`src/rtl/elevator_dispatcher.sv`:
```
// Elevator dispatcher: keeps one pending-call bit per floor and runs a
// sweep (SCAN) policy. It picks the next floor in the current direction
// and reverses only when nothing is left ahead of the car. In MOVE it
// retargets to a closer floor that is requested along the way.
module elevator_dispatcher #(
  parameter int DWELL_CYCLES = 4,
  parameter int TOP_FLOOR    = 50
) (
  input  logic       clk,
  input  logic       reset,
  input  logic       call_valid,
  input  logic [6:0] call_floor,
  input  logic [6:0] car_floor,
  input  logic       car_stop,
  output logic [6:0] req_floor,
  output logic       dir_up,
  output logic       busy,
  output logic       arrived,
  output logic       call_err,
  output logic [5:0] pending_cnt
);

  localparam int         NF       = TOP_FLOOR + 1;
  localparam logic [6:0] TOP_F    = 7'(TOP_FLOOR);
  localparam logic [7:0] DWELL_LD = 8'(DWELL_CYCLES);

  typedef enum logic [1:0] {IDLE, SELECT, MOVE, DWELL} state_t;

  typedef struct packed {
    logic       found;
    logic       flip;
    logic [6:0] floor;
  } tgt_t;

  state_t        state, state_nxt;
  logic [NF-1:0] pend, pend_set, pend_nxt, set_vec, clr_vec;
  logic [7:0]    dwell_cnt, dwell_nxt;
  logic [6:0]    req_nxt;
  logic          dir_nxt;
  logic          call_ok, call_bad, arrive, absorb;
  tgt_t          tgt;

  // The car controller may report a floor above the serviceable range.
  // The target it is given must still stay legal.
  function automatic logic [6:0] clamp_floor(input logic [6:0] f);
    return (f > TOP_F) ? TOP_F : f;
  endfunction

  // Sweep rule. The forward candidate is the nearest pending floor at or
  // ahead of the car in direction 'up'. When there is none, the reverse
  // candidate is the nearest pending floor behind the car, and flip
  // reports that the direction would have to change.
  function automatic tgt_t find_target(input logic [NF-1:0] map,
                                       input logic [6:0]    pos,
                                       input logic          up);
    tgt_t       r;
    logic       fwd_ok, rev_ok;
    logic [6:0] fwd, rev;
    int         p;
    p      = int'(pos);
    fwd_ok = 1'b0;
    rev_ok = 1'b0;
    fwd    = '0;
    rev    = '0;
    if (up) begin
      for (int i = NF - 1; i >= 0; i--)
        if (map[i] && i >= p) begin fwd_ok = 1'b1; fwd = 7'(i); end
      for (int i = 0; i < NF; i++)
        if (map[i] && i < p) begin rev_ok = 1'b1; rev = 7'(i); end
    end else begin
      for (int i = 0; i < NF; i++)
        if (map[i] && i <= p) begin fwd_ok = 1'b1; fwd = 7'(i); end
      for (int i = NF - 1; i >= 0; i--)
        if (map[i] && i > p) begin rev_ok = 1'b1; rev = 7'(i); end
    end
    r.found = fwd_ok | rev_ok;
    r.flip  = !fwd_ok && rev_ok;
    r.floor = fwd_ok ? fwd : rev;
    return r;
  endfunction

  function automatic logic [5:0] count_ones(input logic [NF-1:0] map);
    logic [5:0] c;
    c = '0;
    for (int i = 0; i < NF; i++) c = c + {5'd0, map[i]};
    return c;
  endfunction

  assign busy = (state != IDLE);

  // Decode the incoming call and the arrival event into per-floor set/clear masks.
  always_comb begin
    call_ok  = call_valid && (call_floor <= TOP_F);
    call_bad = call_valid && (call_floor > TOP_F);
    arrive   = (state == MOVE) && (car_floor == req_floor) && car_stop;
    // A call for the floor the door is open at is already satisfied.
    absorb   = (call_floor == car_floor) && (arrive || state == DWELL);
    set_vec  = '0;
    clr_vec  = '0;
    for (int i = 0; i < NF; i++) begin
      set_vec[i] = call_ok && !absorb && (call_floor == 7'(i));
      clr_vec[i] = arrive && (req_floor == 7'(i));
    end
    // Decisions see this cycle's call. Clearing the served floor wins over a same-cycle set.
    pend_set = pend | set_vec;
    pend_nxt = pend_set & ~clr_vec;
  end

  // Next-state, target and direction selection.
  always_comb begin
    state_nxt = state;
    req_nxt   = req_floor;
    dir_nxt   = dir_up;
    dwell_nxt = dwell_cnt;
    tgt       = find_target(pend_set, car_floor, dir_up);
    case (state)
      IDLE: begin
        req_nxt = clamp_floor(car_floor);
        if (|pend_set) state_nxt = SELECT;
      end
      SELECT: begin
        if (tgt.found) begin
          req_nxt   = tgt.floor;
          if (tgt.flip) dir_nxt = !dir_up;
          state_nxt = MOVE;
        end else begin
          state_nxt = IDLE;
        end
      end
      MOVE: begin
        if (arrive) begin
          dwell_nxt = DWELL_LD;
          state_nxt = DWELL;
        end else if (tgt.found && !tgt.flip) begin
          // Retargeting never reverses the sweep mid-travel.
          req_nxt = tgt.floor;
        end
      end
      DWELL: begin
        dwell_nxt = (dwell_cnt == 8'd0) ? 8'd0 : dwell_cnt - 8'd1;
        if (dwell_cnt <= 8'd1) state_nxt = (|pend_set) ? SELECT : IDLE;
      end
      default: state_nxt = IDLE;
    endcase
  end

  // State, pending map and registered outputs. Reset overrides any same-cycle call or arrival.
  always_ff @(posedge clk) begin
    if (reset) begin
      state       <= IDLE;
      pend        <= '0;
      req_floor   <= '0;
      dir_up      <= 1'b1;
      arrived     <= 1'b0;
      call_err    <= 1'b0;
      pending_cnt <= '0;
      dwell_cnt   <= '0;
    end else begin
      state       <= state_nxt;
      pend        <= pend_nxt;
      req_floor   <= req_nxt;
      dir_up      <= dir_nxt;
      arrived     <= arrive;
      call_err    <= call_bad;
      pending_cnt <= count_ones(pend_nxt);
      dwell_cnt   <= dwell_nxt;
    end
  end

endmodule

```
`config.mk`:
```
export PLATFORM = sky130hd
export DESIGN_NAME = elevator_dispatcher
export DESIGN_NICKNAME = d
export VERILOG_FILES = /design/src/rtl/elevator_dispatcher.sv
export SDC_FILE = /design/constraint.sdc
export NUM_CORES = 1
export LEC_CHECK = 0
export ABC_AREA = 1
export BUFFER_PORTS_ARGS = -buffer_cell sky130_fd_sc_hd__buf_2
export CAP_MARGIN = 20
export CORE_MARGIN = 4
export CORE_UTILIZATION = 45
export CTS_CLUSTER_DIAMETER = 50
export CTS_CLUSTER_SIZE = 14
export DETAILED_ROUTE_END_ITERATION = 12
export GPL_TIMING_DRIVEN = 0
export HOLD_SLACK_MARGIN = 0.06
export PLACE_DENSITY_LB_ADDON = 0.05
export RECOVER_POWER = 25
export SYNTH_ARGS = -nofsm -noshare
export SYNTH_HDL_FRONTEND = slang
export SYNTH_SLANG_ARGS = --single-unit
```
`constraint.sdc`:
```
create_clock -name clk -period 7.84 [get_ports clk]
set_input_delay 0.392 -clock clk [delete_from_list [all_inputs] [get_ports clk]]
set_output_delay 0.392 -clock clk [all_outputs]
set_load 0.02 [all_outputs]
```
# [Word-level counts from Yosys, hierarchy flattened]
# Cells that the tools add are included.
[word_totals] latchBits=0 in_bits=18 output_inout_bits=17 rom_bits=0 regBits=77 ram_bits=0 mem_count=0 elab_cells=1132
[classes] reduce_logical=329 n_mux=423 shift=0 n_eq_ne=111 magnitude_cmp=206 multipliers=0 n_addsub=51 n_div=0 n_bitwise=4
[ops] cell="2-to-1 mux 7 bit" count=204
[ops] cell="logical AND 1 bit" count=312
[ops] cell="adder 6 x 1 -> 6 bit" count=45
[ops] cell="equality test 7 x 6 -> 1 bit (second input constant)" count=38
[ops] cell="equality test 7 x 5 -> 1 bit (second input constant)" count=32
[ops] cell="2-to-1 mux 1 bit" count=208
[ops] cell=">= comparator 6 x 7 -> 1 bit (first input constant)" count=19
[ops] cell="greater-than comparator 6 x 7 -> 1 bit (first input constant)" count=19
[ops] cell="less-or-equal comparator 6 x 7 -> 1 bit (first input constant)" count=19
[ops] cell="< comparator 6 x 7 -> 1 bit (first input constant)" count=19
[ops] cell="equality test 7 x 4 -> 1 bit (second input constant)" count=16
[ops] cell=">= comparator 5 x 7 -> 1 bit (first input constant)" count=16
[ops] cell="greater-than comparator 5 x 7 -> 1 bit (first input constant)" count=16
[ops] cell="less-or-equal comparator 5 x 7 -> 1 bit (first input constant)" count=16
[ops] cell="< comparator 5 x 7 -> 1 bit (first input constant)" count=16
[ops] cell="equality test 7 x 3 -> 1 bit (second input constant)" count=8
[ops] cell=">= comparator 4 x 7 -> 1 bit (first input constant)" count=8
[ops] cell="greater-than comparator 4 x 7 -> 1 bit (first input constant)" count=8
[ops] cell="less-or-equal comparator 4 x 7 -> 1 bit (first input constant)" count=8
[ops] cell="< comparator 4 x 7 -> 1 bit (first input constant)" count=8
[ops] cell="AND 51 bit" count=1
[ops] cell="inverter 51 bit" count=1
[ops] cell="bitwise OR 51 bit" count=1
[ops] cell="OR reduction 51 bit" count=1
[ops] cell="45 further kinds" count=85

# [Longest topological paths before layout]
# Gate-level depths: netlist (run 1).
[depth] ltp_word=69 ltp_mapped=65 mapped_depth_nobuf=64

# [Least setup slack after synthesis (run 1)]
# Ideal clock, no wire load.
[synth_path] kind="register -> register" startpoint="reg state[0]" endpoint="reg pending_cnt[4]" path_slack_ns=0.873 synth_period_minus_slack_ns=6.967 stages_incl_launch_ff=35 arrival_ns=6.897 n_path_buf=2 required_ns=7.770 setup_time_ns=0.070 cell_sequence="dfxtp_1 inv_1 ha_1 nand2_1 a21oi_1 nand2_1 nor2_1 nand2_2 nand2_1 nand2_2 and2_4 buf_6 nand2_1 buf_2 o21ai_0 inv_1 a21oi_1 fa_1 inv_1 fa_1 fa_1 inv_1 fa_1 inv_1 fa_1 fa_1 fa_1 inv_1 fa_1 fa_1 a21oi_1 nor2_1 nor2_1 o21ai_0 a21oi_1"
[synth_between] elab_cells_between_ends=163 classes_between="50 x add/sub; 2 x eq/ne; 3 x bitwise; 108 x reduce/logical"
[synth_rtl] element="from (decl)" line="35" rtl="state_t state, state_nxt;"
[synth_rtl] element="from (signal assigned)" line="159" rtl="state <= state_nxt;"
[synth_rtl] element="equality test 2 bit" line="95" rtl="arrive = (state == MOVE) && (car_floor == req_floor) && car_stop;"
[synth_rtl] element="logical AND 1 bit (2 in a row)" line="95"
[synth_rtl] element="logical OR 1 bit" line="97" rtl="absorb = (call_floor == car_floor) && (arrive || state == DWELL);"
[synth_rtl] element="logical AND 1 bit" line="97"
[synth_rtl] element="zero test 1 bit" line="101" rtl="set_vec[i] = call_ok && !absorb && (call_floor == 7'(i));"
[synth_rtl] element="logical AND 1 bit (2 in a row)" line="101"
[synth_rtl] element="bitwise OR 51 bit" line="105" rtl="pend_set = pend | set_vec;"
[synth_rtl] element="AND 51 bit (*)" line="106" rtl="pend_nxt = pend_set & ~clr_vec;"
[synth_rtl] element="via pend_nxt[29]" line="36" rtl="logic [NF-1:0] pend, pend_set, pend_nxt, set_vec, clr_vec;"
[synth_rtl] element="adder 6 x 1 -> 6 bit (*) (22 in a row)" line="85" rtl="for (int i = 0; i < NF; i++) c = c + {5'd0, map[i]};"
[synth_rtl] element="to (signal assigned)" line="165" rtl="pending_cnt <= count_ones(pend_nxt);"
[synth_rtl] element="to (decl)" line="20" rtl="output logic [5:0] pending_cnt"
# The timed path passes the listed nets; every way through them passes the cells marked *.
# A chain may end at the register's enable or synchronous reset.

# [Worst setup path after layout (run 1)]
[layout_path] startpoint="reg state[0]" endpoint="reg pending_cnt[4]"
[layout_between] elab_chain_cells=60 elab_cells_between_ends=163 classes_between="50 x add/sub; 2 x eq/ne; 3 x bitwise; 108 x reduce/logical"
[layout_rtl] element="equality test 2 bit" line="95"
[layout_rtl] element="logical AND 1 bit (2 in a row)" line="95"
[layout_rtl] element="logical OR 1 bit" line="97"
[layout_rtl] element="logical AND 1 bit" line="97"
[layout_rtl] element="zero test 1 bit" line="101"
[layout_rtl] element="logical AND 1 bit (2 in a row)" line="101"
[layout_rtl] element="bitwise OR 51 bit" line="105"
[layout_rtl] element="AND 51 bit (*)" line="106"
[layout_rtl] element="adder 1 x 1 -> 2 bit" line="85"
[layout_rtl] element="adder 2 x 1 -> 3 bit" line="85"
[layout_rtl] element="adder 3 x 1 -> 4 bit" line="85"
[layout_rtl] element="adder 4 x 1 -> 5 bit" line="85"
[layout_rtl] element="adder 5 x 1 -> 6 bit" line="85"
[layout_rtl] element="adder 6 x 1 -> 6 bit (44 in a row)" line="85"
[layout_rtl] element="adder 6 x 1 -> 6 bit (*)" line="85"
# Every way passes the cells marked *; elsewhere a longest branch is shown, timed or not.

==> results of run 1 <==
==> cell families after synthesis <==
group                    count (synthesis)
buffers and inverters                  253
flip-flops                              77
XOR/XNOR                                 9
AO/OA/AOI/OAI                          244
adder cells (fa/ha/maj)                 58
AND/OR/NAND/NOR                        959
==> per-layer routing <==
| layer | vias up | share of wire | GRT usage |
|---|---|---|---|
| met4 | 0 | 0.057 | 0.149 |
| met3 | 102 | 0.057 | 0.0253 |
| met5 | - | 0 | 0 |
| met1 | 4643 | 0.43 | 0.419 |
| met2 | 379 | 0.45 | 0.523 |
| li1 | 5102 | - | - |
==> worst paths after layout <==
path / endpoint / slack, ns / depth (start not counted)
setup reg to reg: pending_cnt[4] / 0.46 / 31
hold reg to reg: dwell_cnt[5] / 0.49 / 2
setup / recovery: pending_cnt[4] / 0.46 / 31
hold / removal: call_err / 0.31 / 3
==> final cells by class <==
class	count	area, um2	area share
Timing Repair Buffer	36	169	0.0171
Buffer	20	111	0.0113
Tap cell	265	332	0.0336
Clock inverter	5	61.3	0.00621
Sequential cell	77	1540	0.156
Clock buffer	10	239	0.0242
Multi-Input combinational cell	1270	6550	0.663
Inverter	231	871	0.0882
==> power groups by stage <==
stage                     Sequential [W]  Combinational [W]  Clock (W)
final                           0.000435           0.000364   0.000426
after global routing            0.000439           0.000405   0.000448
after CTS                       0.000433           0.000359   0.000430
after detailed placement        0.000443           0.000356          0
after global placement          0.000442           0.000358          0
after floorplan                 0.000449           0.000222          0
==> state kept, by name (all words and copies together), names as in the netlist, named ones only <==
register,cells
state,1
dwell_cnt,8
req_floor,7
call_err,1
pend,51
pending_cnt,6
dir_up,1
arrived,1
==> worst register-to-register path, delay by kind of cell (launching register included) <==
family	cells	cell delay [ns]
DFF	1	0.37
AOI/OAI and AO/OA	6	0.92
buffers and inverters	5	0.50
and+or+nand+nor	10	0.99
adders and majority gates	10	4.52
==> layout by cell type (no fill, tap or decap), types with 20 or more instances in the layout <==
cell type / instances
o21ai_0: 71
o21bai_1: 21
a31oi_1: 20
nand2_1: 627
clkbuf_1: 30
nor2_1: 247
a21oi_1: 61
fa_1: 42
nand3_1: 32
dfxtp_1: 76
a211oi_1: 21
inv_1: 216
==> through the flow <==
step           power (W)  instance area [um2]  hold slack [ns]  std cells
2_1_floorplan   0.000672                 8910            0.465       1600
3_3_place_gp    0.000800                 9390            0.478       1896
3_5_place_dp    0.000799                 9410            0.483       1898
4_1_cts          0.00122                 9700            0.298       1912
5_1_grt          0.00129                 9870            0.321       1914
6_report         0.00123                 9870            0.311       1914
==> timing repair <==
item,4_1_cts,5_1_grt
pin swaps,0,3
cloned,0,0
endpoints found under the setup margin,1,5
resized for setup,4,42
buffers inserted,0,3
hold endpoints to repair,0,0
==> run summary, run 1 <==
CP peak stage delay = 0.59 ns
Sw Pwr = 0.000472 W
nets = 1721
#FFs+latches synth = 77
largest net degree at the start of global routing = 17
syn avg cell area = 5.57 um2
switching part of the total power = 0.385
routability congestion estimate = 1.02
Top FF cell, synth = dfxtp_1
Compound-Gate Fraction of Synth Area = 0.167
Comb power frac = 0.297
Setup Skew = 0.00660 ns
sequential share of power = 0.355
CP arrival = 7.65 ns
# DRC = 0
die footprint = 22100 um2
Synth top area share = 0.265
count of final max-slew check failures = 0
sequential share of the synthesized area = 0.173
clk buf depth = 2
number of fill cells = 2169
Pint = 0.000753 W
First-pass DRT Iterations = 7
initial antenna violation count = 0
routed length per placed instance = 18.2 um
clock latency at the later pin of the worst-skew pair = 0.34 ns
IO Count = 35
first-pass GRT wire length = 52900 um
startpoint types = flop
final period utilization = 0.941
Initial Utilization = 0.458
final setup violation count = 0
Critical Path Most Common Cell = fa_1
Rel. slew slack = 0.282
Worst Path Required = 8.11 ns
syn nets = 1676
Max Cap Viol = 0
Fin Setup TNS = 0 ns
n_diodes = 0
CTS Buf Count = 9
CP Max Fanout = 10
via count = 10.2k
yosys synthesis warning count = 0
post-synthesis mux area share = 0
Crit path max-delay family = adder cells
Clock Pin Slew Worst Setup and Hold Paths = 0.06 ns
row count = 51
main combinational cell family by area after synthesis = simple AND/OR/NAND/NOR gates
most numerous cell in the Yosys netlist = nand2_1
Chip Height = 149 um
Synth Area in Adders = 0.117
Leakage Power = 5.27 nW
Total Wirelength = 34900 um
vias in the first global route = 9319
power density cells = 124 nW/um2
Final WS setup = 0.463 ns
Clock Power Share = 0.348
CTS tree = done
Post-Syn Area = 8910 um2
remaining antenna violation count = 0
unrepaired setup endpoints after global routing = false
Area Growth Syn to Fin = 10.8%
Hold Buf Count CTS = 0
Critical-path top delay cell = fa_1
Die W = 149 um
Simple-Gate Fraction of Synth Area = 0.425
dominant cell type by area after synthesis = nand2_1
Worst-Margin Slew = 1.07 ns
Synth area leaders = nand2_1 26%, dfxtp_1 17%, nor2_1 10%, fa_1 9.4%, inv_1 9.1%
top cells by count, synth = 628 x nand2_1, 247 x nor2_1, 217 x inv_1, 80 x o21ai_0, 77 x dfxtp_1
core footprint = 19500 um2
Util after Layout = 0.507
Worst Hold Class = input pin to flop
Mapped Cells = 1600
EDFF count, synth = 0
Peak VDD IR = 0.000103 V
Final min period = 7.38 ns
Worst Setup SP = state[0]
Max Freq = 136 MHz
share of cells above drive strength 1 = 0.0612
post-place setup slack = -0.244 ns
crit path kind = flop to flop
WP buf/inv = 5
H-tree levels = 3
worst r2r src = state[0]
vias per cell = 5.34
Cell variety after synth = 52
Root Driver = clkbuf_16
All-Layer GR Usage = 0.316
Hold Startpoint = call_valid
total grt overflow = 0
Fin. Hold Viols = 0
status = complete, no violations
CP Capture Type = flop
PortBufs = 31
post-synthesis xor/xnor area fraction = 0.00885
FFs w/ async S/R, synth = 0
Initial DRC Count = 905
CTS Sinks = 77
DP HPWL = 30100 um
Note: power is estimated with default switching activity, not from simulation.
==> run 2, diff against run 1 <==
==> constraint.sdc (replaced) <==
create_clock -name clk -period 9.25 [get_ports clk]
set_input_delay 0.4625 -clock clk [delete_from_list [all_inputs] [get_ports clk]]
set_output_delay 0.4625 -clock clk [all_outputs]
set_load 0.02 [all_outputs]
==> run summary, run 2 (synthesis gave the netlist of run 1 again) <==
status = complete, no violations (unchanged)
Peak VDD IR = 0.0000892 V (was 0.000103 V)
CTS Buf Count = 9 (unchanged)
most common cell after layout, fill and taps aside = nand2_1 (unchanged)
First-pass DRT Iterations = 8 (was 7)
final period utilization = 0.896 (was 0.941)
first-pass GRT wire length = 53000 um (was 52900 um)
remaining antenna violation count = 0 (unchanged)
Fin Setup TNS = 0 ns (unchanged)
core footprint = 19500 um2 (unchanged)
Leakage Power = 5.22 nW (was 5.27 nW)
Area Growth Syn to Fin = 8.72% (was 10.8%)
crit path kind = flop to flop (unchanged)
vias in the first global route = 9326 (was 9319)
initial antenna violation count = 0 (unchanged)
Total Wirelength = 34900 um (about the same)
routed length per placed instance = 18.2 um (about the same)
All-Layer GR Usage = 0.317 (was 0.316)
nets = 1721 (unchanged)
placed instance area = 9410 um2 (unchanged)
row count = 51 (unchanged)
routability congestion estimate = 1.02 (unchanged)
CP Capture Type = flop (unchanged)
Worst Hold Class = input pin to flop (unchanged)
Rel. slew slack = 0.252 (was 0.282)
Initial DRC Count = 993 (was 905)
path depth of the worst reg2reg path = 33 (was 31)
# DRC = 0 (unchanged)
M1 WL = 15300 um (was 15000 um)
Setup Skew = 0.00474 ns (was 0.00660 ns)
Max Cap Viol = 0 (unchanged)
total grt overflow = 0 (unchanged)
Top Layer Used = met4 (unchanged)
power density cells = 107 nW/um2 (was 124 nW/um2)
Root Driver = clkbuf_16 (unchanged)
Worst-Margin Slew = 1.11 ns (was 1.07 ns)
Setup Buffers After CTS = 0 (unchanged)
commonest non-fill, non-tap cells in the layout = 630 x nand2_1, 247 x nor2_1, 217 x inv_1, 80 x o21ai_0, 77 x dfxtp_1 (was 627 x nand2_1, 247 x nor2_1, 216 x inv_1, 76 x dfxtp_1, 71 x o21ai_0)
worst reg2reg setup slack = 0.96 ns (was 0.46 ns)
top flop regs = pend (51), dwell_cnt (8), req_floor (7) (unchanged)
area of the multi-input gates = 6390 um2 (was 6550 um2)
R2R Path End = pending_cnt[4] (unchanged)
startpoint types = flop (unchanged)
Clock Pin Slew Worst Setup and Hold Paths = 0.06 ns (about the same)
Post-CTS Resized = 0 (was 4)
max reg flops = 51 (unchanged)
Crit path max-delay family = adder cells (unchanged)
n_diodes = 0 (unchanged)
final setup violation count = 0 (unchanged)
Die W = 149 um (unchanged)
Critical Path Most Common Cell = fa_1 (unchanged)
via count = 10.2k (about the same)
largest net degree at the start of global routing = 14 (was 17)
die footprint = 22100 um2 (unchanged)
Worst Setup EP = pending_cnt[4] (unchanged)
WP buf/inv = 7 (was 5)
PortBufs = 31 (unchanged)
Critical-path top delay cell = o21ai_0 (was fa_1)
routed wl met2 = 15900 um (was 15800 um)
worst r2r src = state[0] (unchanged)
share of cells above drive strength 1 = 0.0455 (was 0.0612)
CTS tree = done (unchanged)
Hold Buf Count CTS = 0 (unchanged)
Final Cell Area = 9680 um2 (was 9870 um2)
Worst Setup SP = state[0] (unchanged)
CP peak stage delay = 0.88 ns (was 0.59 ns)
metal3 WL = 1790 um (was 1990 um)
CP Max Fanout = 10 (unchanged)
Fin. Hold Viols = 0 (unchanged)
DP HPWL = 30100 um (unchanged)
Most flops, register = pend (unchanged)
clock latency at the later pin of the worst-skew pair = 0.34 ns (about the same)
number of fill cells = 2195 (was 2169)
Chip Height = 149 um (unchanged)
IO Count = 35 (unchanged)
CP arrival = 8.56 ns (was 7.65 ns)
unrepaired setup endpoints after global routing = false (unchanged)
vias per cell = 5.32 (was 5.34)
clk buf depth = 2 (unchanged)
count of final max-slew check failures = 0 (unchanged)
Final min period = 8.29 ns (was 7.38 ns)
Max Freq = 121 MHz (was 136 MHz)
H-tree levels = 3 (unchanged)
Register Area = 1540 um2 (about the same)
CTS Sinks = 77 (unchanged)
WP depth = 33 (was 31)
Initial Utilization = 0.458 (unchanged)
Worst Path Required = 9.52 ns (was 8.11 ns)
run 2: how the worst min path moves through the flow:
stage,from,to,cells after the start
final,call_valid,call_err,3
after global routing,call_valid,call_err,3
after detailed placement,dwell_cnt[5],dwell_cnt[5],2
after floorplan,dwell_cnt[4],dwell_cnt[4],2
after global placement,dwell_cnt[5],dwell_cnt[5],2
after CTS,call_valid,call_err,3
run 2: metrics by stage:
stage               power (W)  utilization  cells  setup WS (ns)  hold slack (ns)
floorplan            0.000569            -   1600           2.27            0.465
global placement     0.000678        0.483   1896           1.05            0.478
detailed placement   0.000677        0.483   1898           1.10            0.483
CTS                   0.00104        0.499   1913           1.18            0.369
global route          0.00109        0.498   1914          0.422            0.392
finish                0.00103        0.498   1914          0.958            0.380
run 2: final cells by class:
cell class,instances,share of cell area
Multi-Input combinational cell,1270,0.660
Sequential cell,77,0.159
Inverter,231,0.0895
Tap cell,265,0.0342
Clock buffer,10,0.0247
Timing Repair Buffer,34,0.0155
Buffer,22,0.0110
Clock inverter,5,0.00633
run 2: report_power, final:
group	internal, W	switching, W	total [W]	leakage (nW)
combinational	0.0000759	0.000229	0.000305	4.46
sequential	0.000345	0.0000229	0.000368	0.622
clock	0.000215	0.000146	0.000361	0.137
total	0.000637	0.000397	0.00103	5.22
run 2: per-layer routing:
layer	GRT usage	up-vias
met5	0	-
met4	0.146	0
met3	0.0253	95
met2	0.525	343
met1	0.421	4657
li1	-	5097
run 2: worst register-to-register path: cells and delay by family, from the launching register on:
| kind | cells | cell delay, ns |
|---|---|---|
| buffers and inverters | 7 | 0.73 |
| adder cells (fa/ha/maj) | 10 | 4.40 |
| flip-flops | 1 | 0.41 |
| AND/OR/NAND/NOR | 10 | 1.14 |
| AO/OA/AOI/OAI | 6 | 1.55 |
==> run 3, diff against run 2 <==
--- a/config.mk
+++ b/config.mk
@@ -5,7 +5,7 @@
 export SDC_FILE = /design/constraint.sdc
 export NUM_CORES = 1
 export LEC_CHECK = 0
-export ABC_AREA = 1
+export ABC_AREA = 0
 export BUFFER_PORTS_ARGS = -buffer_cell sky130_fd_sc_hd__buf_2
 export CAP_MARGIN = 20
 export CORE_MARGIN = 4
@@ -17,6 +17,7 @@
 export HOLD_SLACK_MARGIN = 0.06
 export PLACE_DENSITY_LB_ADDON = 0.05
 export RECOVER_POWER = 25
+export SKIP_CTS_REPAIR_TIMING = 1
 export SYNTH_ARGS = -nofsm -noshare
 export SYNTH_HDL_FRONTEND = slang
 export SYNTH_SLANG_ARGS = --single-unit
==> run summary, run 3 <==
Mapped Cells = 1533 (was 1600)
syn nets = 1609 (was 1676)
syn avg cell area = 7.42 um2 (was 5.57 um2)
initial antenna violation count = 1 (was 0)
Worst Path Required = 9.46 ns (was 9.52 ns)
top flop regs = pend (51), dwell_cnt (8), req_floor (7) (unchanged)
power density cells = 132 nW/um2 (was 107 nW/um2)
Setup Skew = 0.0271 ns (was 0.00474 ns)
Util after Layout = 0.500 (was 0.498)
total power = 0.00163 W (was 0.00103 W)
IO Count = 35 (unchanged)
vias per cell = 7.60 (was 5.32)
Leakage Power = 4.61 nW (was 5.22 nW)
most common cell after layout, fill and taps aside = nor2_1 (was nand2_1)
top cells by count, synth = 175 x nor2_1, 102 x nand2_1, 90 x o21ai_0, 79 x a21oi_1, 77 x dfxtp_1 (was 628 x nand2_1, 247 x nor2_1, 217 x inv_1, 80 x o21ai_0, 77 x dfxtp_1)
Worst Hold Class = input pin to flop (unchanged)
Fin. Hold Viols = 0 (unchanged)
Hold Slack = 0.472 ns (was 0.380 ns)
CTS Buf Count = 9 (unchanged)
final period utilization = 0.919 (was 0.896)
routability congestion estimate = 1.12 (was 1.02)
sequential share of the synthesized area = 0.135 (was 0.173)
All-Layer GR Usage = 0.442 (was 0.317)
Peak VDD IR = 0.000130 V (was 0.0000892 V)
Area Growth Syn to Fin = 8.02% (was 8.72%)
crit path kind = flop to flop (unchanged)
yosys synthesis warning count = 0 (unchanged)
startpoint types = flop (unchanged)
Final min period = 8.50 ns (was 8.29 ns)
via count = 14.5k (was 10.2k)
CP Capture Type = flop (unchanged)
Worst-Margin Slew = 1.28 ns (was 1.11 ns)
dominant cell type by area after synthesis = dfxtp_1 (was nand2_1)
Max Freq = 118 MHz (was 121 MHz)
core footprint = 24600 um2 (was 19500 um2)
final setup violation count = 0 (unchanged)
Fin Setup TNS = 0 ns (unchanged)
#FFs+latches synth = 77 (unchanged)
FFs w/ async S/R, synth = 0 (unchanged)
Clock Pin Slew Worst Setup and Hold Paths = 0.09 ns (was 0.06 ns)
largest net degree at the start of global routing = 15 (was 14)
nets = 1658 (was 1721)
count of final max-slew check failures = 0 (unchanged)
Final WS setup = 0.747 ns (was 0.958 ns)
First-pass DRT Iterations = 10 (was 8)
most numerous cell in the Yosys netlist = nor2_1 (was nand2_1)
row count = 57 (was 51)
Post-Syn Area = 11400 um2 (was 8910 um2)
total grt overflow = 0 (unchanged)
number of fill cells = 2527 (was 2195)
Initial Utilization = 0.463 (was 0.458)
vias in the first global route = 13.4k (was 9326)
Most flops, register = pend (unchanged)
CP arrival = 8.71 ns (was 8.56 ns)
Max Cap Viol = 0 (unchanged)
status = complete, no violations (unchanged)
Rel. slew slack = 0.138 (was 0.252)
Initial DRC Count = 2488 (was 993)
post-place setup slack = 0.909 ns (was 1.10 ns)
CP Max Fanout = 10 (unchanged)
Top FF cell, synth = dfxtp_1 (unchanged)
EDFF count, synth = 0 (unchanged)
CTS Sinks = 77 (unchanged)
Root Driver = clkbuf_16 (unchanged)
first-pass GRT wire length = 91300 um (was 53000 um)
remaining antenna violation count = 0 (unchanged)
Synth area leaders = dfxtp_1 14%, fa_1 7.4%, nor2_1 5.8%, o21ai_0 4.0%, a211oi_1 3.8% (was nand2_1 26%, dfxtp_1 17%, nor2_1 10%, fa_1 9.4%, inv_1 9.1%)
clock latency at the later pin of the worst-skew pair = 0.36 ns (was 0.34 ns)
H-tree levels = 3 (unchanged)
Synth top area share = 0.135 (was 0.265)
Die W = 167 um (was 149 um)
CTS tree = done (unchanged)
unrepaired setup endpoints after global routing = false (unchanged)
DP HPWL = 53300 um (was 30100 um)
max reg flops = 51 (unchanged)
share of cells above drive strength 1 = 0.109 (was 0.0455)
die footprint = 27900 um2 (was 22100 um2)
Chip Height = 167 um (was 149 um)
routed length per placed instance = 33.8 um (was 18.2 um)
PortBufs = 29 (was 31)
Total Wirelength = 64600 um (was 34900 um)
# DRC = 0 (unchanged)
clk buf depth = 2 (unchanged)
commonest non-fill, non-tap cells in the layout = 175 x nor2_1, 102 x nand2_1, 90 x o21ai_0, 79 x a21oi_1, 77 x dfxtp_1 (was 630 x nand2_1, 247 x nor2_1, 217 x inv_1, 80 x o21ai_0, 77 x dfxtp_1)
Cell variety after synth = 101 (was 52)
==> run 3: logic make-up after synthesis <==
family                     synth area share
AOI/OAI and AO/OA                     0.397
xor gates and xnor gates             0.0176
adders and majority gates            0.0915
buffers and inverters                0.0697
DFF                                   0.135
muxes                               0.00176
and+or+nand+nor                       0.287
==> run 3: layout make-up <==
cell class                      count  area (um2)  area share
Inverter                           64         240      0.0195
Timing Repair Buffer               38         183      0.0149
Buffer                            104         546      0.0444
Clock buffer                       10         239      0.0194
Multi-Input combinational cell   1288        9040       0.736
Sequential cell                    77        1540       0.125
Tap cell                          324         405      0.0330
Antenna cell                        2        5.00    0.000407
Clock inverter                      6        92.6     0.00753
==> run 3: worst max-delay path: stages, from the launching register on <==
cell and delay, ns:
dfxtp_1 0.38, inv_1 0.15, ha_1 0.40, nand2_1 0.17, or4_1 0.42, clkbuf_1 0.33, nor2_1 0.41, clkbuf_1 0.43
nand2_1 0.25, o21ai_0 0.40, fa_1 0.50, fa_1 0.49, inv_1 0.05, fa_1 0.50, inv_1 0.06, fa_1 0.48
fa_1 0.54, fa_1 0.45, fa_1 0.50, inv_1 0.05, fa_1 0.40, fa_1 0.42, a21o_1 0.17, a21oi_1 0.16
xor2_1 0.16, nor2_1 0.05
==> run 3: power by group <==
| part | internal, W | total [W] | leakage [nW] | switching, W |
|---|---|---|---|---|
| sequential | 0.000356 | 0.000386 | 0.623 | 0.0000296 |
| clock | 0.000246 | 0.000418 | 0.156 | 0.000172 |
| combinational | 0.000227 | 0.000823 | 3.83 | 0.000596 |
==> run 3: worst paths after layout <==
kind | startpoint | to | slack [ns] | cells past startpoint
worst min-delay path | call_valid | call_err | 0.47 | 2
worst min register to register | dwell_cnt[7] | dwell_cnt[7] | 0.50 | 2
worst max-delay path | state[0] | pending_cnt[4] | 0.75 | 25
worst max register to register | state[0] | pending_cnt[4] | 0.75 | 25
==> run 3: routing by layer <==
metal | up-vias | track usage | share of wire
met1 | 6832 | 0.563 | 0.36
met4 | 0 | 0.295 | 0.092
met5 | - | 0 | 0
met2 | 1308 | 0.648 | 0.40
met3 | 312 | 0.128 | 0.14
li1 | 6092 | - | -
==> run 3: metrics by stage <==
stage	instances	cell area, um2
after floorplan	1533	11400
after CTS	1908	12300
after detailed placement	1892	12000
final	1913	12300
after global placement	1886	11900
after global routing	1911	12300
